`src/rtl/if_queue_if.sv`:
```
// Fetch/decode handshake bundle for the instruction queue, with the flush and status lines.
// The master side is the pipeline (fetch, decode, execute); the slave side is the queue.
interface if_queue_if #(
  parameter int XLEN  = 32,
  parameter int DEPTH = 4
);
  localparam int CNT_W = $clog2(DEPTH + 1);

  logic             flush;
  logic             in_valid;
  logic             in_ready;
  logic [XLEN-1:0]  in_instr;
  logic [XLEN-1:0]  in_pc;
  logic             out_valid;
  logic             out_ready;
  logic [XLEN-1:0]  out_instr;
  logic [XLEN-1:0]  out_pc;
  logic [XLEN-1:0]  out_pc_plus_4;
  logic [CNT_W-1:0] count;
  logic             almost_full;

  modport master (
    output flush, in_valid, in_instr, in_pc, out_ready,
    input  in_ready, out_valid, out_instr, out_pc, out_pc_plus_4, count, almost_full
  );

  modport slave (
    input  flush, in_valid, in_instr, in_pc, out_ready,
    output in_ready, out_valid, out_instr, out_pc, out_pc_plus_4, count, almost_full
  );
endinterface

```
`src/rtl/if_queue.sv`:
```
// DEPTH-entry circular instruction queue between fetch and decode holding {instr, pc, pc+4}.
// Flush clears it in one cycle; an empty queue presents an all-zero bubble to decode.
module if_queue #(
  parameter int XLEN     = 32,
  parameter int DEPTH    = 4,
  parameter int AF_LEVEL = DEPTH - 1
) (
  input  logic       clk,
  input  logic       reset,
  if_queue_if.slave  q
);
  localparam int PTR_W = $clog2(DEPTH);
  localparam int CNT_W = $clog2(DEPTH + 1);

  typedef struct packed {
    logic [XLEN-1:0] instr;
    logic [XLEN-1:0] pc;
    logic [XLEN-1:0] pc_plus_4;
  } entry_t;

  entry_t           mem_q [DEPTH];
  logic [PTR_W-1:0] wr_ptr_q, wr_ptr_d;
  logic [PTR_W-1:0] rd_ptr_q, rd_ptr_d;
  logic [CNT_W-1:0] count_q, count_d;
  logic             full_s, empty_s, enq_s, deq_s;
  entry_t           head_s;

  assign full_s  = (count_q == CNT_W'(DEPTH));
  assign empty_s = (count_q == {CNT_W{1'b0}});
  assign enq_s   = q.in_valid && !full_s;
  assign deq_s   = !empty_s && q.out_ready;
  assign head_s  = mem_q[rd_ptr_q];

  // Pointer/count next state; flush overrides any handshake in the same cycle.
  always_comb begin
    wr_ptr_d = wr_ptr_q;
    rd_ptr_d = rd_ptr_q;
    count_d  = count_q;
    if (q.flush) begin
      wr_ptr_d = {PTR_W{1'b0}};
      rd_ptr_d = {PTR_W{1'b0}};
      count_d  = {CNT_W{1'b0}};
    end else begin
      if (enq_s) begin
        wr_ptr_d = wr_ptr_q + PTR_W'(1);
      end else begin
        wr_ptr_d = wr_ptr_q;
      end
      if (deq_s) begin
        rd_ptr_d = rd_ptr_q + PTR_W'(1);
      end else begin
        rd_ptr_d = rd_ptr_q;
      end
      case ({enq_s, deq_s})
        2'b10:   count_d = count_q + CNT_W'(1);
        2'b01:   count_d = count_q - CNT_W'(1);
        default: count_d = count_q;
      endcase
    end
  end

  // Control state register.
  always_ff @(posedge clk or negedge reset) begin
    if (!reset) begin
      wr_ptr_q <= {PTR_W{1'b0}};
      rd_ptr_q <= {PTR_W{1'b0}};
      count_q  <= {CNT_W{1'b0}};
    end else begin
      wr_ptr_q <= wr_ptr_d;
      rd_ptr_q <= rd_ptr_d;
      count_q  <= count_d;
    end
  end

  // Entry storage is deliberately left unreset; the count gate hides stale contents.
  always_ff @(posedge clk) begin
    if (enq_s && !q.flush) begin
      mem_q[wr_ptr_q] <= '{instr: q.in_instr, pc: q.in_pc, pc_plus_4: q.in_pc + XLEN'(4)};
    end
  end

  assign q.in_ready      = !full_s;
  assign q.out_valid     = !empty_s;
  assign q.out_instr     = empty_s ? {XLEN{1'b0}} : head_s.instr;
  assign q.out_pc        = empty_s ? {XLEN{1'b0}} : head_s.pc;
  assign q.out_pc_plus_4 = empty_s ? {XLEN{1'b0}} : head_s.pc_plus_4;
  assign q.count         = count_q;
  assign q.almost_full   = (count_q >= CNT_W'(AF_LEVEL));

  if_queue_chk #(
    .DEPTH (DEPTH),
    .PTR_W (PTR_W),
    .CNT_W (CNT_W)
  ) u_chk (
    .clk      (clk),
    .reset    (reset),
    .wr_ptr_i (wr_ptr_q),
    .rd_ptr_i (rd_ptr_q),
    .count_i  (count_q)
  );
endmodule

// Occupancy and pointer-consistency invariants of the queue.
module if_queue_chk #(
  parameter int DEPTH = 4,
  parameter int PTR_W = 2,
  parameter int CNT_W = 3
) (
  input logic             clk,
  input logic             reset,
  input logic [PTR_W-1:0] wr_ptr_i,
  input logic [PTR_W-1:0] rd_ptr_i,
  input logic [CNT_W-1:0] count_i
);
  a_count_bound: assert property (@(posedge clk) disable iff (!reset)
    count_i <= CNT_W'(DEPTH));

  a_ptr_distance: assert property (@(posedge clk) disable iff (!reset)
    PTR_W'(wr_ptr_i - rd_ptr_i) == count_i[PTR_W-1:0]);
endmodule

```
`src/flat_wrapper.sv`:
```
// flat-port wrapper written by rule: the top's interface ports become plain ports
module if_queue_flat 
#(
  parameter int XLEN     = 32,
  parameter int DEPTH    = 4,
  parameter int AF_LEVEL = DEPTH - 1
)
  (clk, reset, q_flush, q_in_valid, q_in_instr, q_in_pc, q_out_ready, q_in_ready, q_out_valid, q_out_instr, q_out_pc, q_out_pc_plus_4, q_count, q_almost_full);
  if_queue_if #(.XLEN(XLEN), .DEPTH(DEPTH)) q_i ();
  input  logic clk;
  input  logic reset;
  input wire logic [$bits(q_i.flush)-1:0] q_flush;
  input wire logic [$bits(q_i.in_valid)-1:0] q_in_valid;
  input wire logic [$bits(q_i.in_instr)-1:0] q_in_instr;
  input wire logic [$bits(q_i.in_pc)-1:0] q_in_pc;
  input wire logic [$bits(q_i.out_ready)-1:0] q_out_ready;
  output wire logic [$bits(q_i.in_ready)-1:0] q_in_ready;
  output wire logic [$bits(q_i.out_valid)-1:0] q_out_valid;
  output wire logic [$bits(q_i.out_instr)-1:0] q_out_instr;
  output wire logic [$bits(q_i.out_pc)-1:0] q_out_pc;
  output wire logic [$bits(q_i.out_pc_plus_4)-1:0] q_out_pc_plus_4;
  output wire logic [$bits(q_i.count)-1:0] q_count;
  output wire logic [$bits(q_i.almost_full)-1:0] q_almost_full;
  assign q_i.flush = q_flush;
  assign q_i.in_valid = q_in_valid;
  assign q_i.in_instr = q_in_instr;
  assign q_i.in_pc = q_in_pc;
  assign q_i.out_ready = q_out_ready;
  assign q_in_ready = q_i.in_ready;
  assign q_out_valid = q_i.out_valid;
  assign q_out_instr = q_i.out_instr;
  assign q_out_pc = q_i.out_pc;
  assign q_out_pc_plus_4 = q_i.out_pc_plus_4;
  assign q_count = q_i.count;
  assign q_almost_full = q_i.almost_full;
  if_queue #(.XLEN(XLEN), .DEPTH(DEPTH), .AF_LEVEL(AF_LEVEL)) u_core (.clk(clk), .reset(reset), .q(q_i));
endmodule
```
`config.mk`:
```
export PLATFORM = sky130hd
export DESIGN_NAME = if_queue_flat
export DESIGN_NICKNAME = d
export VERILOG_FILES = /design/src/rtl/if_queue_if.sv /design/src/rtl/if_queue.sv /design/src/flat_wrapper.sv
export SDC_FILE = /design/constraint.sdc
export NUM_CORES = 1
export LEC_CHECK = 0
export ABC_AREA = 1
export CAP_MARGIN = 30
export CORE_MARGIN = 1.5
export CORE_UTILIZATION = 56
export CTS_BUF_LIST = sky130_fd_sc_hd__clkbuf_4 sky130_fd_sc_hd__clkbuf_8 sky130_fd_sc_hd__clkbuf_16
export DETAILED_ROUTE_END_ITERATION = 12
export PLACE_DENSITY = 0.77
export SLEW_MARGIN = 20
export SYNTH_ARGS = -nofsm -noshare
export SYNTH_HDL_FRONTEND = slang
export SYNTH_SLANG_ARGS = --single-unit
```
`constraint.sdc`:
```
create_clock -name clk -period 6.1 [get_ports clk]
set_input_delay 0.61 -clock clk [delete_from_list [all_inputs] [get_ports clk]]
set_output_delay 0.61 -clock clk [all_outputs]
set_load 0.03 [all_outputs]
```
==> results of run 1 <==
worst max-delay path by stage:
stage | startpoint | end | slack [ns] | cells after the start
after global placement | u_core.rd_ptr_q[1]$_DFFE_PN0P_ | q_out_pc_plus_4[4] | 1.99 | 6
final | u_core.rd_ptr_q[1]$_DFFE_PN0P_ | q_out_pc[15] | 1.39 | 6
after floorplan | u_core.q.count[0]$_DFFE_PN0P_ | u_core.mem_q[0][10]$_DFFE_PP_ | 0.49 | 4
after CTS | u_core.rd_ptr_q[1]$_DFFE_PN0P_ | q_out_pc[15] | 1.38 | 6
after detailed placement | u_core.rd_ptr_q[1]$_DFFE_PN0P_ | q_out_pc_plus_4[14] | 1.96 | 6
after global routing | u_core.rd_ptr_q[1]$_DFFE_PN0P_ | q_out_pc[13] | 1.18 | 6
per-stage QoR:
stage | std cells | cell area, µm² | hold WS (ns) | power, µW | utilization
3_5_place_dp | 1837 | 17900 | 0.635 | 6400 | 0.642
2_1_floorplan | 1351 | 15900 | 0.314 | 5130 | -
5_1_grt | 1906 | 19100 | 0.356 | 8980 | 0.685
3_3_place_gp | 1835 | 17800 | 0.612 | 6350 | 0.640
6_report | 1906 | 19100 | 0.346 | 8610 | 0.685
4_1_cts | 1905 | 19100 | 0.338 | 8630 | 0.685
critical path, cell delays in order, from the launching register on:
cell and delay, ns:
dfrtp_4 0.84, clkinv_2 0.84, buf_4 0.58, nor2_1 0.21, o21ai_0 0.12, a21oi_1 0.20
clkdlybuf4s50_1 0.70
flip-flops by register name, summed over array words and instances, names as in the netlist:
signal / cells
u_core.mem_q: 376
u_core.q.count: 3
u_core.rd_ptr_q: 2
u_core.wr_ptr_q: 2
cell families (layout without fill, tap and decap cells):
group / Yosys count / after routing
and+or+nand+nor: 559 / 559
DFF: 383 / 383
AOI/OAI and AO/OA: 288 / 288
buffers and inverters: 98 / 275
xor gates and xnor gates: 17 / 17
adders and majority gates: 6 / 6
where the power goes:
part | internal [µW] | switching [µW]
clock | 1290 | 942
sequential | 3050 | 66.9
combinational | 1120 | 2140
final cells by class:
cell class                      count  area [µm²]
Clock inverter                     21         156
Tap cell                          378         473
Sequential cell                   383       11500
Multi-Input combinational cell    870        3950
Fill cell                        1978        8760
Clock buffer                       47        1040
Inverter                           22        87.6
Timing Repair Buffer              185        1920
routing by layer:
layer | track usage | routed length (µm)
met5 | 0 | 0
met2 | 0.441 | 18400
met1 | 0.337 | 15000
met4 | 0.0793 | 683
met3 | 0.0416 | 2700
cell usage in the layout (no fill, tap or decap), types with 7 or more instances in the layout:
cell / instances
nand3b_1: 10
o21ai_1: 36
clkdlybuf4s50_1: 170
clkinv_1: 8
nand2_1: 98
a21oi_1: 97
nor2_1: 417
clkbuf_4: 8
inv_1: 18
nand3_1: 11
edfxtp_1: 376
clkinv_2: 10
buf_4: 8
o21ai_0: 155
xor2_1: 11
clkbuf_16: 39
nor2_4: 7
==> metrics.csv, run 1 <==
metric,value,unit
grt_max_degree,190,
initial_utilization,0.570,
cts_buffer_depth,3,
outcome,completed,
p_leak,0.00649,µW
grt_pass1_vias,10600,
synth-adder-area-share,0.00521,
antenna_cells,0,
cts_tree,yes,
start_kind,flop,
syn_area,15900,µm²
setup_viol,0,
period_needed,4.71,ns
io_pins,171,
cap_viol_max_count,0,
tightest_slew,1.14,ns
timing.rr.end,u_core.mem_q[0][18]$_DFFE_PP_,
cp.arrival,4.10,ns
area_growth,20.4,%
die_h,171,µm
row_count,61,
fin_nets,1576,
vias,10800,
postSynthCellCount,1351,
yosys-top-cells-area,"edfxtp_1 (71%), nor2_1 (10%), o21ai_0 (4.9%)",
slew_violations,0,
cp_max_fo,50,
setup-tns-final,0,ns
yosysUniqueCellTypes,31,
setup_slack,1.39,ns
cts_buffers,39,
drt_wl_total,36800,µm
grt_overflow_total,0,
clk_latency,0.52,ns
synth_compound_area_frac,0.0909,
synth_edf_count,376,
fp.dieArea,29300,µm²
timing.rr.start,u_core.q.count[0]$_DFFE_PN0P_,
endpoint_kind,primary output,
rr_worst_depth,6,
synth_common_cells,"nor2_1 (421), edfxtp_1 (376), o21ai_0 (155)",
drt-pass1-iter-count,6,
antenna_found_initial,0,
drt_iter0_markers,1274,
worstPathRequired,5.49,ns
relSlewSlack,0.240,
pre_cts_ws,1.96,ns
grt_setup_unrepaired,false,
avgRoutedWirePerCell,19.3,µm
synth_xor_area_frac,0.00938,
cts_resized,0,
drc_errors,0,
die_x,171,µm
yosysTopAreaCell,edfxtp_1,
ant_nets,0,
grt_pass1_wl,57300,µm
drive_gt1_frac,0.0628,
hold_buffers,0,
power.density,451,nW/µm²
h-tree-depth,2,
ys_warn_count,0,
synth_top_family_by_area,simple AND/OR/NAND/NOR gates,
post-cts-setup-buffer-count,0,
fin_crit_sh,0.772,
worstSetupPathType,flop to primary output,
ys.flop_type,edfxtp_1,
portBuffers,170,
hp-class,input port to asynchronous set/reset pin,
grtUsageTotal,0.257,
ys_ff_latch,383,
hold_violations,0,
synth_most_common_cell,nor2_1,
dpl.hpwl,20700,µm
max_freq,0.212,GHz
vias_per_cell,5.66,
seq_area_frac_synth,0.723,
clkSinkCount,383,
synth-simple-area-share,0.142,
finClkSkew,0.0139,ns
avgSynthCellArea,11.7,µm²
yosysTopAreaCellShare,0.712,
irDropWorstVdd,0.353,mV
cts-root-buf,clkbuf_16,
synthMuxAreaShare,0,
path_clk_slew,0.06,ns
r2r_slack,3.36,ns
synthArstFlopShare,0.0183,
coreArea,27900,µm²
place_congestion,0.890,
syn-num-nets,1426,
(Power assumes the default switching activity.)
==> run 2: changes to the inputs <==
==> constraint.sdc (replaced) <==
create_clock -name clk -period 4.34 [get_ports clk]
set_input_delay 0.434 -clock clk [delete_from_list [all_inputs] [get_ports clk]]
set_output_delay 0.434 -clock clk [all_outputs]
set_load 0.03 [all_outputs]
==> metrics.csv, run 2 (synthesized netlist as in run 1, its figures left out) <==
metric,value,unit
outcome,completed,
cp_top_family,buffers and inverters,
clkSinkCount,383,
pwr-share-clk,0.267,
grt_max_degree,120,
crit_chain,clkinv_2 -> buf_12 -> nor2_1 -> o21ai_1 -> a21oi_1 -> clkdlybuf4s50_1,
finish.instance_area,19100,µm²
drive_gt1_frac,0.0629,
cts_tree,yes,
critPathSlowestCell,dfrtp_4,
internal_power,7800,µW
start_kind,flop,
power.density,633,nW/µm²
antenna_cells,0,
p_sw_frac,0.356,
whs,0.180,ns
hold_buffers,0,
hold_violations,0,
cts_resized,0,
grtUsageTotal,0.245,
antenna_found_initial,0,
relSlewSlack,0.450,
cap_viol_max_count,0,
finClkSkew,0.0122,ns
io_pins,171,
largest_reg_flops,376,
path_clk_slew,0.06,ns
endpoint_kind,primary output,
p_switching,4320,µW
fp.dieArea,29300,µm²
p_leak,0.00652,µW
hp-class,input port to asynchronous set/reset pin,
avgRoutedWirePerCell,18.6,µm
cp_max_fo,45,
pwr-share-comb,0.369,
h-tree-depth,2,
max_freq,0.257,GHz
final_common_cell,nor2_1,
cts_buffer_depth,3,
worst-path-buf-inv,3,
irDropWorstVdd,0.594,mV
grt_pass1_wl,54700,µm
worstSetupPathType,flop to primary output,
tightest_slew,0.824,ns
drt_iter0_markers,1006,
fin_crit_sh,0.896,
grt_setup_unrepaired,false,
dpl.hpwl,20700,µm
cp.arrival,3.46,ns
clk_latency,0.52,ns
worstPathRequired,3.91,ns
coreArea,27900,µm²
max_flop_register,u_core.mem_q,
vias,10500,
placed_cell_area,17900,µm²
ant_nets,0,
initial_utilization,0.570,
grt_pass1_vias,10200,
place_congestion,0.910,
p_seq_frac,0.364,
portBuffers,170,
layout_common_cells,"nor2_1 (417), edfxtp_1 (376), clkdlybuf4s50_1 (170), o21ai_0 (155), nand2_1 (98)",
drt-pass1-iter-count,7,
drt_wl_total,35400,µm
cts_buffers,39,
drc_errors,0,
grt_overflow_total,0,
die_h,171,µm
row_count,61,
cp_slowest_stage_delay,0.73,ns
period_needed,3.89,ns
die_x,171,µm
area_growth,20.6,%
fin_nets,1578,
post-cts-setup-buffer-count,0,
cts-root-buf,clkbuf_16,
vias_per_cell,5.54,
slew_violations,0,
crit_start,u_core.rd_ptr_q[1]$_DFFE_PN0P_,
setup_viol,0,
timing.rr.start,u_core.q.count[0]$_DFFE_PN0P_,
==> run 2: cell types whose count changed in the layout (fill, tap and decap cells not counted), moves of 2 or more <==
| cell | delta |
|---|---|
| clkbuf_16 | +2 |
| clkinv_4 | -2 |
| clkinv_2 | -6 |
| clkbuf_4 | +4 |
| buf_16 | -2 |
| clkinv_1 | -2 |
| buf_4 | +3 |
==> run 2: path summary, 6_finish.rpt <==
| kind | depth (start not counted) | end | slack [ns] |
|---|---|---|---|
| min | 1 | u_core.q.count[0]$_DFFE_PN0P_ | 0.18 |
| min in group clk | 1 | u_core.mem_q[1][94]$_DFFE_PP_ | 0.55 |
| max reg2reg | 5 | u_core.mem_q[3][67]$_DFFE_PP_ | 1.75 |
| max in group asynchronous | 1 | u_core.rd_ptr_q[1]$_DFFE_PN0P_ | 3.88 |
| max | 6 | q_out_pc_plus_4[13] | 0.45 |
| min reg2reg | 2 | u_core.q.count[1]$_DFFE_PN0P_ | 0.63 |
==> run 2: layer usage <==
layer | routed length (µm) | up-vias | part of all wire | global-route usage
met5 | 0 | - | 0 | 0
met2 | 17000 | 419 | 0.48 | 0.400
met4 | 895 | 0 | 0.025 | 0.0915
li1 | - | 5013 | - | -
met3 | 2590 | 65 | 0.073 | 0.0384
met1 | 14900 | 5045 | 0.42 | 0.336
==> run 2: through the flow <==
stage | cells | setup WS, ns | utilization | TNS (ns) | total power (µW)
after global placement | 1840 | 0.976 | 0.642 | 0 | 8910
after CTS | 1904 | 0.440 | 0.687 | 0 | 12200
after global routing | 1904 | 0.316 | 0.687 | 0 | 12600
after detailed placement | 1840 | 1.00 | 0.642 | 0 | 8960
after floorplan | 1351 | -1.27 | - | -478.98 | 7220
final | 1904 | 0.449 | 0.687 | 0 | 12100
==> run 2: final cells by class <==
type | count | area, µm²
Inverter | 22 | 87.6
Fill cell | 1953 | 8730
Sequential cell | 383 | 11500
Clock buffer | 53 | 1120
Timing Repair Buffer | 187 | 1900
Multi-Input combinational cell | 870 | 3950
Clock inverter | 11 | 123
Tap cell | 378 | 473
==> run 2: power groups by stage <==
stage               registers, µW  clock network, µW  logic (µW)
floorplan                    4460                  0        2750
global placement             4470                  0        4440
detailed placement           4480                  0        4470
CTS                          4410               3280        4500
global route                 4420               3420        4790
finish                       4410               3240        4470
==> run 2: worst register-to-register path, stage by stage, from the launching register on <==
cell and delay, ns:
dfrtp_1 0.45, nor2_1 0.11, a21oi_1 0.36, nand2_1 0.34
nor2_4 0.61, buf_12 0.36
==> run 3: changes to the inputs <==
--- a/config.mk
+++ b/config.mk
@@ -9,7 +9,6 @@
 export CAP_MARGIN = 30
 export CORE_MARGIN = 1.5
 export CORE_UTILIZATION = 56
-export CTS_BUF_LIST = sky130_fd_sc_hd__clkbuf_4 sky130_fd_sc_hd__clkbuf_8 sky130_fd_sc_hd__clkbuf_16
 export DETAILED_ROUTE_END_ITERATION = 12
 export PLACE_DENSITY = 0.77
 export SLEW_MARGIN = 20
==> metrics.csv, run 3 (synthesized netlist as in run 1, its figures left out) <==
metric,value,unit
outcome,completed,
start_kind,flop,
clk_latency,0.52,ns
row_count,61,
crit_chain,clkinv_2 -> buf_12 -> nor2_1 -> o21ai_1 -> a21oi_1 -> clkdlybuf4s50_1,
hold_violations,0,
cts_tree,yes,
internal_power,7720,µW
worstPathRequired,3.91,ns
layout_common_cells,"nor2_1 (417), edfxtp_1 (376), clkdlybuf4s50_1 (170), o21ai_0 (155), nand2_1 (98)",
p_sw_frac,0.359,
drt_iter0_markers,1024,
vias_per_cell,5.56,
max_freq,0.256,GHz
fp.dieArea,29300,µm²
pwr-share-comb,0.372,
fin_nets,1578,
cp_slowest_stage_delay,0.74,ns
largest_reg_flops,376,
hp-class,input port to asynchronous set/reset pin,
setup_viol,0,
coreArea,27900,µm²
tightest_slew,0.839,ns
endpoint_kind,primary output,
p_switching,4330,µW
die_h,171,µm
cts_resized,0,
place_congestion,0.910,
grt_max_degree,120,
placed_cell_area,17900,µm²
io_pins,171,
grtUsageTotal,0.245,
critPathSlowestCell,clkdlybuf4s50_1,
cap_viol_max_count,0,
grt_pass1_wl,54700,µm
cp.arrival,3.47,ns
period_needed,3.90,ns
initial_utilization,0.570,
relSlewSlack,0.441,
irDropWorstVdd,0.606,mV
fin_crit_sh,0.899,
cts_buffers,39,
drive_gt1_frac,0.0550,
grt_setup_unrepaired,false,
vias,10600,
clkSinkCount,383,
final_common_cell,nor2_1,
power.density,631,nW/µm²
path_clk_slew,0.06,ns
finClkSkew,0.0127,ns
dpl.hpwl,20700,µm
worstSetupPathType,flop to primary output,
ant_nets,0,
drt_wl_total,35400,µm
cts-root-buf,clkbuf_16,
p_leak,0.00647,µW
slew_violations,0,
avgRoutedWirePerCell,18.6,µm
area_growth,20.3,%
post-cts-setup-buffer-count,0,
p_total,12000,µW
h-tree-depth,2,
whs,0.179,ns
antenna_cells,0,
finalCoreUtilization,0.685,
max_flop_register,u_core.mem_q,
cts_buffer_depth,3,
grt_overflow_total,0,
pwr-share-clk,0.263,
drc_errors,0,
grt_pass1_vias,10300,
drt-pass1-iter-count,7,
p_seq_frac,0.366,
hold_buffers,0,
die_x,171,µm
finish.instance_area,19100,µm²
antenna_found_initial,0,
portBuffers,170,
cp_max_fo,45,
run 3: metal layers:
metal | wire length [µm] | global-route usage | vias to the layer above
met5 | 0 | 0 | -
met4 | 898 | 0.0900 | 0
met3 | 2710 | 0.0375 | 66
met2 | 17000 | 0.401 | 444
met1 | 14900 | 0.336 | 5066
li1 | - | - | 5013
run 3: power by group through the flow:
| stage | registers [µW] | logic [µW] | clock network [µW] |
|---|---|---|---|
| detailed placement | 4480 | 4470 | 0 |
| finish | 4410 | 4480 | 3160 |
| floorplan | 4460 | 2750 | 0 |
| global placement | 4470 | 4440 | 0 |
| CTS | 4410 | 4500 | 3200 |
| global route | 4420 | 4790 | 3340 |
run 3: final timing paths:
path	start	to	slack, ns	cells after the start
max	u_core.rd_ptr_q[1]$_DFFE_PN0P_	q_out_pc_plus_4[17]	0.44	6
min	reset	u_core.q.count[0]$_DFFE_PN0P_	0.18	1
max reg2reg	u_core.q.count[0]$_DFFE_PN0P_	u_core.mem_q[3][67]$_DFFE_PP_	1.75	5
min reg2reg	u_core.q.count[1]$_DFFE_PN0P_	u_core.q.count[1]$_DFFE_PN0P_	0.64	2
max in group asynchronous	reset	u_core.rd_ptr_q[1]$_DFFE_PN0P_	3.88	1
min in group clk	q_in_instr[30]	u_core.mem_q[1][94]$_DFFE_PP_	0.55	1
run 3: area by class of cell:
class,count,area (µm²)
clock buffers,53,1070
multi-input cells,870,3950
inverters,22,87.6
clock inverters,11,123
fillers,1953,8770
well taps,378,473
flip-flops and latches,383,11500
repair buffers,187,1900
run 3: stage by stage:
step / std cells / setup slack (ns) / TNS (ns)
after floorplan: 1351 / -1.27 / -478.98
after global placement: 1840 / 0.976 / 0
after detailed placement: 1840 / 1.00 / 0
after CTS: 1904 / 0.440 / 0
after global routing: 1904 / 0.316 / 0
final: 1904 / 0.437 / 0
run 3: worst max-delay path: cells and delay by family, from the launching register on:
kind | cells | cell delay, ns
buffers and inverters | 3 | 1.67
DFF | 1 | 0.73
AOI/OAI and AO/OA | 2 | 0.37
and+or+nand+nor | 1 | 0.12
